<file path="src/rtl/alu_arbiter.sv">
// Round-robin arbiter sharing one combinational ALU between two requesters.
// Operands, select and result are registered; mul/div hold the ALU for multiple cycles.
module alu_arbiter #(
  parameter int WIDTH   = 16,
  parameter int MUL_LAT = 2,
  parameter int DIV_LAT = 4
) (
  input  logic             clk,
  input  logic             rst_n,
  input  logic             req0_valid,
  output logic             req0_ready,
  input  logic [WIDTH-1:0] req0_a,
  input  logic [WIDTH-1:0] req0_b,
  input  logic [3:0]       req0_sel,
  input  logic             req1_valid,
  output logic             req1_ready,
  input  logic [WIDTH-1:0] req1_a,
  input  logic [WIDTH-1:0] req1_b,
  input  logic [3:0]       req1_sel,
  output logic             rsp0_valid,
  output logic             rsp1_valid,
  output logic [WIDTH-1:0] rsp_data,
  output logic             rsp_err,
  output logic [WIDTH-1:0] alu_in0,
  output logic [WIDTH-1:0] alu_in1,
  output logic [3:0]       alu_select,
  input  logic [WIDTH-1:0] alu_out,
  output logic             busy
);

  localparam logic [3:0] SEL_MUL  = 4'b0010;
  localparam logic [3:0] SEL_DIV  = 4'b0011;
  localparam logic [3:0] SEL_NONE = 4'b1111;
  localparam int MAX_LAT = (MUL_LAT > DIV_LAT) ? MUL_LAT : DIV_LAT;
  localparam int CW      = (MAX_LAT > 1) ? $clog2(MAX_LAT) : 1;

  typedef enum logic [1:0] {IDLE, EXEC, RESP} state_t;

  state_t          state, state_nxt;
  logic            last_grant;
  logic            owner;
  logic [CW-1:0]   cnt;
  logic            gnt0, gnt1;
  logic [WIDTH-1:0] sel_a, sel_b;
  logic [3:0]      sel_op;

  function automatic logic is_illegal(input logic [3:0] s);
    return (s == 4'b1001) || (s == 4'b1010) || (s == 4'b1101) || (s == 4'b1110);
  endfunction

  // Counter preload is latency minus one; div-by-zero short-circuits to one cycle.
  function automatic logic [CW-1:0] lat_m1(input logic [3:0] s, input logic [WIDTH-1:0] b);
    if (s == SEL_MUL)                 return CW'(MUL_LAT - 1);
    else if (s == SEL_DIV && b != '0) return CW'(DIV_LAT - 1);
    else                              return '0;
  endfunction

  // Tie goes to the port that did not win last; last_grant resets to 1 so port 0 wins first.
  always_comb begin
    gnt0 = req0_valid && (!req1_valid || last_grant);
    gnt1 = req1_valid && (!req0_valid || !last_grant);
  end

  always_comb begin
    sel_a  = gnt1 ? req1_a   : req0_a;
    sel_b  = gnt1 ? req1_b   : req0_b;
    sel_op = gnt1 ? req1_sel : req0_sel;
  end

  // NOTE: sequential state uses non-blocking assignments so every flop samples pre-edge values.
  always_ff @(posedge clk or negedge rst_n) begin
    if (!rst_n) state <= IDLE;
    else        state <= state_nxt;
  end

  // NOTE: default assignment first so no path leaves state_nxt unassigned (no latch).
  always_comb begin
    state_nxt = state;
    unique case (state)
      IDLE: if (gnt0 || gnt1) state_nxt = EXEC;
      EXEC: if (cnt == '0)    state_nxt = RESP;
      RESP:                   state_nxt = IDLE;
      default:                state_nxt = IDLE;
    endcase
  end

  // Ready is gated by rst_n so nothing is accepted while reset is asserted.
  always_comb begin
    req0_ready = rst_n && (state == IDLE) && gnt0;
    req1_ready = rst_n && (state == IDLE) && gnt1;
    rsp0_valid = (state == RESP) && !owner;
    rsp1_valid = (state == RESP) && owner;
    busy       = (state != IDLE);
  end

  always_ff @(posedge clk or negedge rst_n) begin
    if (!rst_n) begin
      alu_in0    <= '0;
      alu_in1    <= '0;
      alu_select <= SEL_NONE;
      owner      <= 1'b0;
      last_grant <= 1'b1;
      cnt        <= '0;
      rsp_data   <= '0;
      rsp_err    <= 1'b0;
    end else begin
      unique case (state)
        IDLE: if (gnt0 || gnt1) begin
          alu_in0    <= sel_a;
          alu_in1    <= sel_b;
          alu_select <= sel_op;
          owner      <= gnt1;
          last_grant <= gnt1;
          cnt        <= lat_m1(sel_op, sel_b);
        end
        EXEC: if (cnt == '0) begin
          if (is_illegal(alu_select)) begin
            rsp_data <= '0;
            rsp_err  <= 1'b1;
          end else if (alu_select == SEL_DIV && alu_in1 == '0) begin
            rsp_data <= '1;
            rsp_err  <= 1'b1;
          end else begin
            rsp_data <= alu_out;
            rsp_err  <= 1'b0;
          end
        end else begin
          cnt <= cnt - CW'(1);
        end
        RESP: alu_select <= SEL_NONE;
        default: ;
      endcase
    end
  end

endmodule

</file>
<file path="config.mk">
export PLATFORM = sky130hd
export DESIGN_NAME = alu_arbiter
export DESIGN_NICKNAME = d
export VERILOG_FILES = /design/src/rtl/alu_arbiter.sv
export SDC_FILE = /design/constraint.sdc
export NUM_CORES = 1
export LEC_CHECK = 0
export CAP_MARGIN = 40
export CORE_MARGIN = 2
export CORE_UTILIZATION = 44
export CTS_BUF_LIST = sky130_fd_sc_hd__clkbuf_16
export DETAILED_ROUTE_END_ITERATION = 8
export MAX_ROUTING_LAYER = met4
export PLACE_DENSITY = 0.94
export SLEW_MARGIN = 30
export SYNTH_ARGS = -nofsm -noshare
export SYNTH_HDL_FRONTEND = slang
export SYNTH_SLANG_ARGS = --single-unit
</file>
<file path="constraint.sdc">
create_clock -name clk -period 3.2 [get_ports clk]
set_input_delay 0.64 -clock clk [delete_from_list [all_inputs] [get_ports clk]]
set_output_delay 0.64 -clock clk [all_outputs]
set_load 0.01 [all_outputs]
</file>
==> flow_metrics.tcl, run 1 <==
set metrics [dict create \
    routabilityCongestion 0.8248 \
    track_usage_pct 23.04 \
    start_util_pct 44.83 \
    setup_viol 0 \
    drive_above_1_share_pct 10.40 \
    rows 30 \
    clockBufferDepth 2 \
    cts_root_buffer "clkbuf_16" \
    worstMarginPinSlew_ns 0.7618 \
    drtIter0Drc 116 \
    antenna_found_initial 0 \
    critPathKind "input port to output port" \
    nets 512 \
    cts_buffers 9 \
    io_pins 150 \
    ant_nets 0 \
    fin_crit_sh_pct 84.75 \
    grt_max_degree 60 \
    grt_pass1_wl_um 12940 \
    holdCritPathClass "input port to async pin" \
    wl_um 8194 \
    crit_arrival_ns 2.07 \
    dr.pass1.iters 4 \
    maxSlewViolCount 0 \
    mappedNetlistArea_um2 2995 \
    clk_pin_slew_ns 0.05 \
    fin_crit_ns 2.712 \
    rsz0062_at_grt "false" \
    route.detailed.drc 0 \
    diodes 0 \
    yosysSeqAreaShare_pct 49.50 \
    grt.overflow.total 0 \
    clkLatencyLatePin_ns 0.32 \
    cap_violations 0 \
    critPathLaunchType "input port" \
    yosysWarnings 0 \
    dp_cells 487 \
    grt_pass1_vias 2676 \
    synthArstFlopShare_pct 100.0 \
    viasPerCell 5.360 \
    cts_hold_buf 0 \
    syn_inst 271 \
    port_buffers 149 \
    die_x_um 86.51 \
    synthToLayoutAreaGrowth_pct 61.78 \
    htreeDepth 3 \
    dp_hpwl_um 6148 \
    fmax_mhz 368.7 \
    core_um2 6681 \
    wl_per_cell_um 16.29 \
    setup_tns_ns 0 \
    final_cells 503 \
    crit_path_end_kind "output port" \
    total_leakage_power_nw 2.025 \
    vdd_ir_drop_max_mv 0.4357 \
    status "completed" \
    post_cts_resized 0 \
    slew_headroom_pct 49.21 \
    die_area_um2 7484 \
    worstPathRequired_ns 2.56 \
    finClkSkew_ns 0.005488 \
    syn_area_per_cell_um2 11.05 \
    syn-num-nets 364 \
    ys_ff_latch 59 \
    vias 2696 \
    finalHoldViolCount 0 \
    cts_setup_buffers 0 \
    dieHeight_um 86.51 \
    cp_max_fo 4 \
    clkSinkCount 59 \
    synth_cell_types 43 \
    ys.flop_type "dfrtp_1" \
    cts_tree "built" \
    synth_edf_count 0 \
    power_density_nw_per_um2 891.1 \
]
routing by layer:
metal | global-route usage, % | wire length (um)
met2 | 38.60 | 4138
met5 | - | 0
met1 | 27.53 | 3443
met3 | 4.762 | 480
met4 | 8.381 | 131
worst max-delay path: stages:
cell and delay, ns:
clkdlybuf4s50_1 0.53, a21boi_4 0.21, and3_1 0.17, clkdlybuf4s50_1 0.53
logic make-up after synthesis:
group	count (synthesis)	share of synthesized area, %
AO/OA/AOI/OAI	84	19.97
AND/OR/NAND/NOR	68	13.24
flip-flops	59	49.50
multiplexers	37	12.36
buffers and inverters	21	4.219
XOR/XNOR	1	0.2925
adder cells (fa/ha/maj)	1	0.4176
cell usage after synthesis (all sizes together), types with 2 or more instances:
master | number | area share [%]
a21oi | 7 | 1.3
a22o | 17 | 5.0
a31oi | 2 | 0.42
and2 | 2 | 0.42
and3 | 2 | 0.42
buf | 14 | 3.3
clkbuf | 2 | 0.25
dfrtp | 54 | 45
dfstp | 5 | 4.4
inv | 5 | 0.63
mux2i | 37 | 12
nand2 | 34 | 4.3
nand4 | 3 | 1.1
nor2 | 5 | 0.88
nor2b | 2 | 0.42
nor3 | 3 | 0.50
nor4 | 12 | 3.4
o211ai | 2 | 0.50
o21ai | 36 | 6.1
o21bai | 16 | 5.1
registers in the layout, indices dropped and copies added, names as in the netlist:
| name | count |
|---|---|
| alu_in1 | 16 |
| alu_select | 4 |
| last_grant | 1 |
| cnt | 2 |
| owner | 1 |
| state | 2 |
| rsp_data | 16 |
| rsp_err | 1 |
| alu_in0 | 16 |
metrics by stage:
| step | area, um2 | util (%) | hold slack, ns | total power [mW] | setup slack, ns |
|---|---|---|---|---|---|
| floorplan | 2995 | - | 0.3444 | 2.351 | 1.190 |
| global placement | 4512 | 67.53 | 0.4654 | 3.272 | 0.5513 |
| detailed placement | 4512 | 67.53 | 0.4756 | 3.343 | 0.4898 |
| CTS | 4818 | 72.12 | 0.4865 | 4.358 | 0.4803 |
| global route | 4846 | 72.53 | 0.3064 | 4.590 | 0.4415 |
| finish | 4846 | 72.53 | 0.3041 | 4.318 | 0.4880 |
cells in the final DEF (no fill, tap or decap), drive strengths merged, types with 2 or more instances in the layout:
cell	instances
o21ai	36
inv	5
mux2i	37
nand2	34
a21oi	7
nor2b	2
nor2	5
buf	5
a31oi	2
o21bai	16
clkbuf	9
nand4	3
dfstp	5
and3	2
nor3	3
clkdlybuf4s50	148
nor4	12
and2	2
dfrtp	54
a22o	17
clkinv	3
o211ai	2
bufinv	2
path summary, 6_finish.rpt:
path,slack [ns],cells past startpoint,from,endpoint
min in group clk,0.48,2,alu_in0[11],alu_in0[11]
setup reg to reg,1.34,5,last_grant,cnt[1]
hold / removal,0.30,2,rst_n,owner
hold reg to reg,0.48,2,alu_in0[11],alu_in0[11]
setup / recovery,0.49,4,req1_valid,req1_ready
max in group asynchronous,2.38,3,rst_n,last_grant
where the power goes:
| group | switching [mW] | internal, mW | total (mW) |
|---|---|---|---|
| combinational | 0.876 | 1.05 | 1.92 |
| sequential | 0.277 | 1.13 | 1.40 |
| clock | 0.320 | 0.670 | 0.990 |
| total | 1.47 | 2.85 | 4.32 |
cell type report:
class,count,area (um2)
Clock buffer,9,225.2
Sequential cell,59,1483
Clock inverter,6,81.33
Tap cell,80,100.1
Timing Repair Buffer,153,1549
Inverter,5,18.77
Fill cell,498,1836
Multi-Input combinational cell,191,1389
Note: power is estimated with default switching activity, not from simulation.
==> inputs of run 2 (changes only) <==
- CORE_UTILIZATION: 44 -> 36
- PLACE_DENSITY: 0.94 -> 0.83
- clock period: 3.2 -> 2.41 ns (I/O delays scaled with it)
==> run 2 against run 1 <==
Total power rose by 31%. Via count is 2.0% higher. Non-clock buffer count grew 4. Setup slack got worse by 0.36 ns. Wire length is 4.9% higher. Die area is 21% higher. Sequential power is 34% higher. Combinational power up 35%. Register-to-register slack lost 0.75 ns. Clock power up 19%. Clock skew increased by 0.0013 ns.
==> flow_metrics.tcl, run 2 (synthesized netlist as in run 1, its figures left out) <==
set metrics [dict create \
    core_um2 8134 \
    layout_commonest_cell "clkdlybuf4s50_1" \
    diodes 0 \
    synthToLayoutAreaGrowth_pct 62.99 \
    cts_tree "built" \
    nets 516 \
    ant_nets 0 \
    finClkSkew_ns 0.006807 \
    antenna_found_initial 0 \
    finalHoldViolCount 0 \
    drive_above_1_share_pct 11.01 \
    clkLatencyLatePin_ns 0.32 \
    die_area_um2 9066 \
    dp_hpwl_um 6588 \
    clk_pin_slew_ns 0.05 \
    dr.pass1.iters 4 \
    holdCritPathClass "input port to async pin" \
    cts_hold_buf 0 \
    grt_max_degree 60 \
    cp_max_fo 4 \
    maxSlewViolCount 0 \
    crit_arrival_ns 1.80 \
    crit_path_end_kind "output port" \
    cts_buffers 9 \
    cap_violations 0 \
    critPathLaunchType "input port" \
    grt_pass1_vias 2830 \
    power_density_nw_per_um2 1156 \
    total_leakage_power_nw 2.062 \
    fmax_mhz 438.4 \
    start_util_pct 36.83 \
    vias 2751 \
    top_regs "alu_in0 x16, alu_in1 x16, rsp_data x16" \
    pre_cts_slack_ns -0.02872 \
    worstMarginPinSlew_ns 0.5111 \
    post-route-util_pct 60.02 \
    rsz0062_at_grt "false" \
    routabilityCongestion 0.7818 \
    clockBufferDepth 2 \
    wl_um 8599 \
    port_buffers 149 \
    track_usage_pct 20.04 \
    grt.overflow.total 0 \
    slew_headroom_pct 65.89 \
    finalWorstSetupSlack_ns 0.1288 \
    rows 33 \
    clkSinkCount 59 \
    fin_crit_sh_pct 94.66 \
    status "completed" \
    layout_common_cells "clkdlybuf4s50_1 (147), dfrtp_1 (54), mux2i_1 (37)" \
    setup_viol 0 \
    wl_per_cell_um 16.16 \
    die_x_um 95.22 \
    fin_crit_ns 2.281 \
    route.detailed.drc 0 \
    cts_root_buffer "clkbuf_16" \
    viasPerCell 5.171 \
    io_pins 150 \
    grt_pass1_wl_um 13460 \
    htreeDepth 3 \
    critPathKind "input port to output port" \
    drtIter0Drc 91 \
    vdd_ir_drop_max_mv 0.5222 \
    dieHeight_um 95.22 \
    worstPathRequired_ns 1.93 \
]
## run 2: changes by cell type in the layout (fill, tap and decap cells not counted)
cell             before  now
inv_1                 5    8
nor2b_1               2    1
clkdlybuf4s50_1     148  147
nor2b_2               0    1
clkinv_1              1    0
clkinvlp_4            1    0
bufinv_16             2    1
dlymetal6s2s_1        0    1
buf_4                 2    6
## run 2: final timing paths
path                       depth (start not counted)  startpoint       endpoint  slack, ns
max                                                3  req0_valid     req0_ready       0.13
min                                                2       rst_n         cnt[1]       0.17
max reg2reg                                        4  alu_in1[6]    rsp_data[8]       0.59
min reg2reg                                        2  alu_in0[7]     alu_in0[7]       0.48
max in group asynchronous                          3       rst_n  alu_select[3]       1.72
min in group clk                                   2  alu_in0[7]     alu_in0[7]       0.48
## run 2: power breakdown
group / internal, mW / switching, mW / leakage, nW
Sequential: 1.50 / 0.381 / 0.725
Combinational: 1.43 / 1.16 / 1.19
Clock: 0.776 / 0.402 / 0.149
## run 2: what timing repair did
item	CTS	global route
buffers inserted	0	0
endpoints found under the setup margin	0	2
resized for setup	0	2
## run 2: layout make-up
type / count / area [um2]
Fill cell: 657 / 3252
Clock buffer: 9 / 225.2
Tap cell: 105 / 131.4
Timing Repair Buffer: 157 / 1582
Clock inverter: 6 / 51.30
Multi-Input combinational cell: 191 / 1391
Inverter: 5 / 18.77
Sequential cell: 59 / 1483
## run 2: metal layers
layer	track usage [%]	vias to the layer above	part of all wire, %
met3	5.375	13	8.3
met5	-	-	0
met4	6.884	0	1.3
met1	23.93	1311	42
met2	32.81	124	49
li1	-	1303	-
## run 2: through the flow
step | cells | area, um2 | power (mW) | setup TNS [ns] | hold WS, ns
after floorplan | 271 | 2995 | 3.121 | 0 | 0.1864
after global placement | 516 | 4573 | 4.408 | 0 | 0.4695
after detailed placement | 516 | 4573 | 4.490 | -0.02981 | 0.4754
after CTS | 531 | 4850 | 5.699 | 0 | 0.4363
after global routing | 532 | 4882 | 6.024 | 0 | 0.1787
final | 532 | 4882 | 5.645 | 0 | 0.1677
## run 2: worst max-delay path: stages
cell and delay [ns]:
clkdlybuf4s50_1 0.58, o2111a_1 0.21, clkdlybuf4s50_1 0.53
==> inputs of run 3 (changes only) <==
- CORE_MARGIN: 2 -> 10
- TNS_END_PERCENT: not set -> 100
==> run 3 against run 2 <==
Wire length grew 12%. Total power shrank 0.53%. Critical endpoint unchanged. Cell count grew 0.19%. Critical path type unchanged.
==> flow_metrics.tcl, run 3 (synthesized netlist as in run 1, its figures left out) <==
set metrics [dict create \
    antenna_found_initial 0 \
    cap_violations 0 \
    grt_pass1_wl_um 15480 \
    cts_buffers 9 \
    clkLatencyLatePin_ns 0.33 \
    cts_root_buffer "clkbuf_16" \
    htreeDepth 3 \
    setup_tns_ns 0 \
    wl_per_cell_um 18.06 \
    clkSinkCount 59 \
    holdCritPathClass "input port to async pin" \
    critPathLaunchType "input port" \
    slew_headroom_pct 65.98 \
    dieHeight_um 111.2 \
    maxSlewViolCount 0 \
    nets 516 \
    reg2reg_to "rsp_data[6]" \
    core_um2 8175 \
    placed_area_um2 4593 \
    vdd_ir_drop_max_mv 0.6039 \
    wl_met3_um 867 \
    power_density_nw_per_um2 1153 \
    ant_nets 0 \
    cts_hold_buf 0 \
    worstPathRequired_ns 1.93 \
    wl_met2_um 4491 \
    track_usage_pct 15.92 \
    drive_above_1_share_pct 11.45 \
    worstMarginPinSlew_ns 0.5097 \
    cts_tree "built" \
    fmax_mhz 433.4 \
    fin_crit_ns 2.307 \
    reg2reg_slack_ns 0.66 \
    diodes 0 \
    setup_viol 0 \
    dr.pass1.iters 7 \
    crit_path_end_kind "output port" \
    multi_input_area_um2 1389 \
    start_util_pct 36.64 \
    synthToLayoutAreaGrowth_pct 62.53 \
    finalHoldViolCount 0 \
    total_leakage_power_nw 2.044 \
    finClkSkew_ns 0.009932 \
    io_pins 150 \
    die_area_um2 12370 \
    wl_met1_um 4081 \
    cp_max_fo 3 \
    timing.rr.start "alu_in1[6]" \
    dp_hpwl_um 7659 \
    critPathKind "input port to output port" \
    layout_common_cells "clkdlybuf4s50_1 (146), dfrtp_1 (54), mux2i_1 (37)" \
    route.detailed.drc 0 \
    topRoutingLayerUsed "met4" \
    grt_max_degree 66 \
    ff_latch_area_um2 1483 \
    rsz0062_at_grt "false" \
    clk_pin_slew_ns 0.05 \
    clockBufferDepth 2 \
    crit_arrival_ns 1.83 \
    rr_worst_depth 4 \
    die_x_um 111.2 \
    rows 33 \
    status "completed" \
    layout_commonest_cell "clkdlybuf4s50_1" \
    drtIter0Drc 107 \
    routabilityCongestion 0.7652 \
    vias 2737 \
    viasPerCell 5.135 \
    top_regs "alu_in0 x16, alu_in1 x16, rsp_data x16" \
    fill_cells 691 \
    grt.overflow.total 0 \
    wl_um 9624 \
    final_area_um2 4868 \
    port_buffers 149 \
    grt_pass1_vias 2933 \
    fin_crit_sh_pct 95.73 \
]
run 3: cell count changes in the layout (fill, tap and decap cells not counted), sizes merged:
cell,previous run,this run
clkinv,2,4
clkdlybuf4s50,147,146
clkinvlp,0,3
dlymetal6s2s,1,2
inv,8,5
bufinv,1,0
run 3: metal layers:
layer	vias to the layer above	GRT usage, %
met2	135	24.54
met3	18	7.305
li1	1296	-
met5	-	-
met1	1288	18.09
met4	0	4.884
run 3: how the worst max path moves through the flow:
stage | startpoint | end | slack (ns) | cells after the start
finish | req1_valid | req0_ready | 0.10 | 5
detailed placement | req0_valid | req1_ready | 0.02 | 4
global route | req1_valid | req0_ready | 0.07 | 5
floorplan | req1_valid | req1_ready | 0.72 | 4
global placement | req0_valid | req1_ready | 0.04 | 4
CTS | req0_valid | req1_ready | 0.02 | 4
run 3: worst max-delay path, cell delays in order:
cell and delay [ns]:
clkdlybuf4s50_1 0.49, buf_4 0.12, inv_1 0.03, o2111a_1 0.23, clkdlybuf4s50_1 0.48
run 3: area by class of cell:
type / count / area share [%]
timing repair buffer: 157 / 32.38
clock buffer: 9 / 4.626
sequential: 59 / 30.45
tap: 105 / 2.699
inverter: 5 / 0.3855
multi-input combinational: 191 / 28.53
clock inverter: 7 / 0.9252
run 3: per-stage QoR:
step	hold WS, ns	instances	total power [mW]	util, %	worst slack [ns]
after detailed placement	0.4804	517	4.533	56.18	0.01694
after global routing	0.2080	533	6.002	59.55	0.06610
after global placement	0.4659	517	4.446	56.18	0.03704
final	0.1903	533	5.615	59.55	0.1029
after CTS	0.1872	533	5.698	59.49	0.01693
after floorplan	0.1864	271	3.121	-	0.7156
run 3: power by group:
group | switching, mW | internal (mW)
combinational | 1.18 | 1.41
clock | 0.452 | 0.688
sequential | 0.393 | 1.50
total | 2.02 | 3.59
run 3: what timing repair did:
item | 4_1_cts | 5_1_grt
resized for setup | 0 | 2
endpoints found under the setup margin | 0 | 1
buffers inserted | 0 | 0
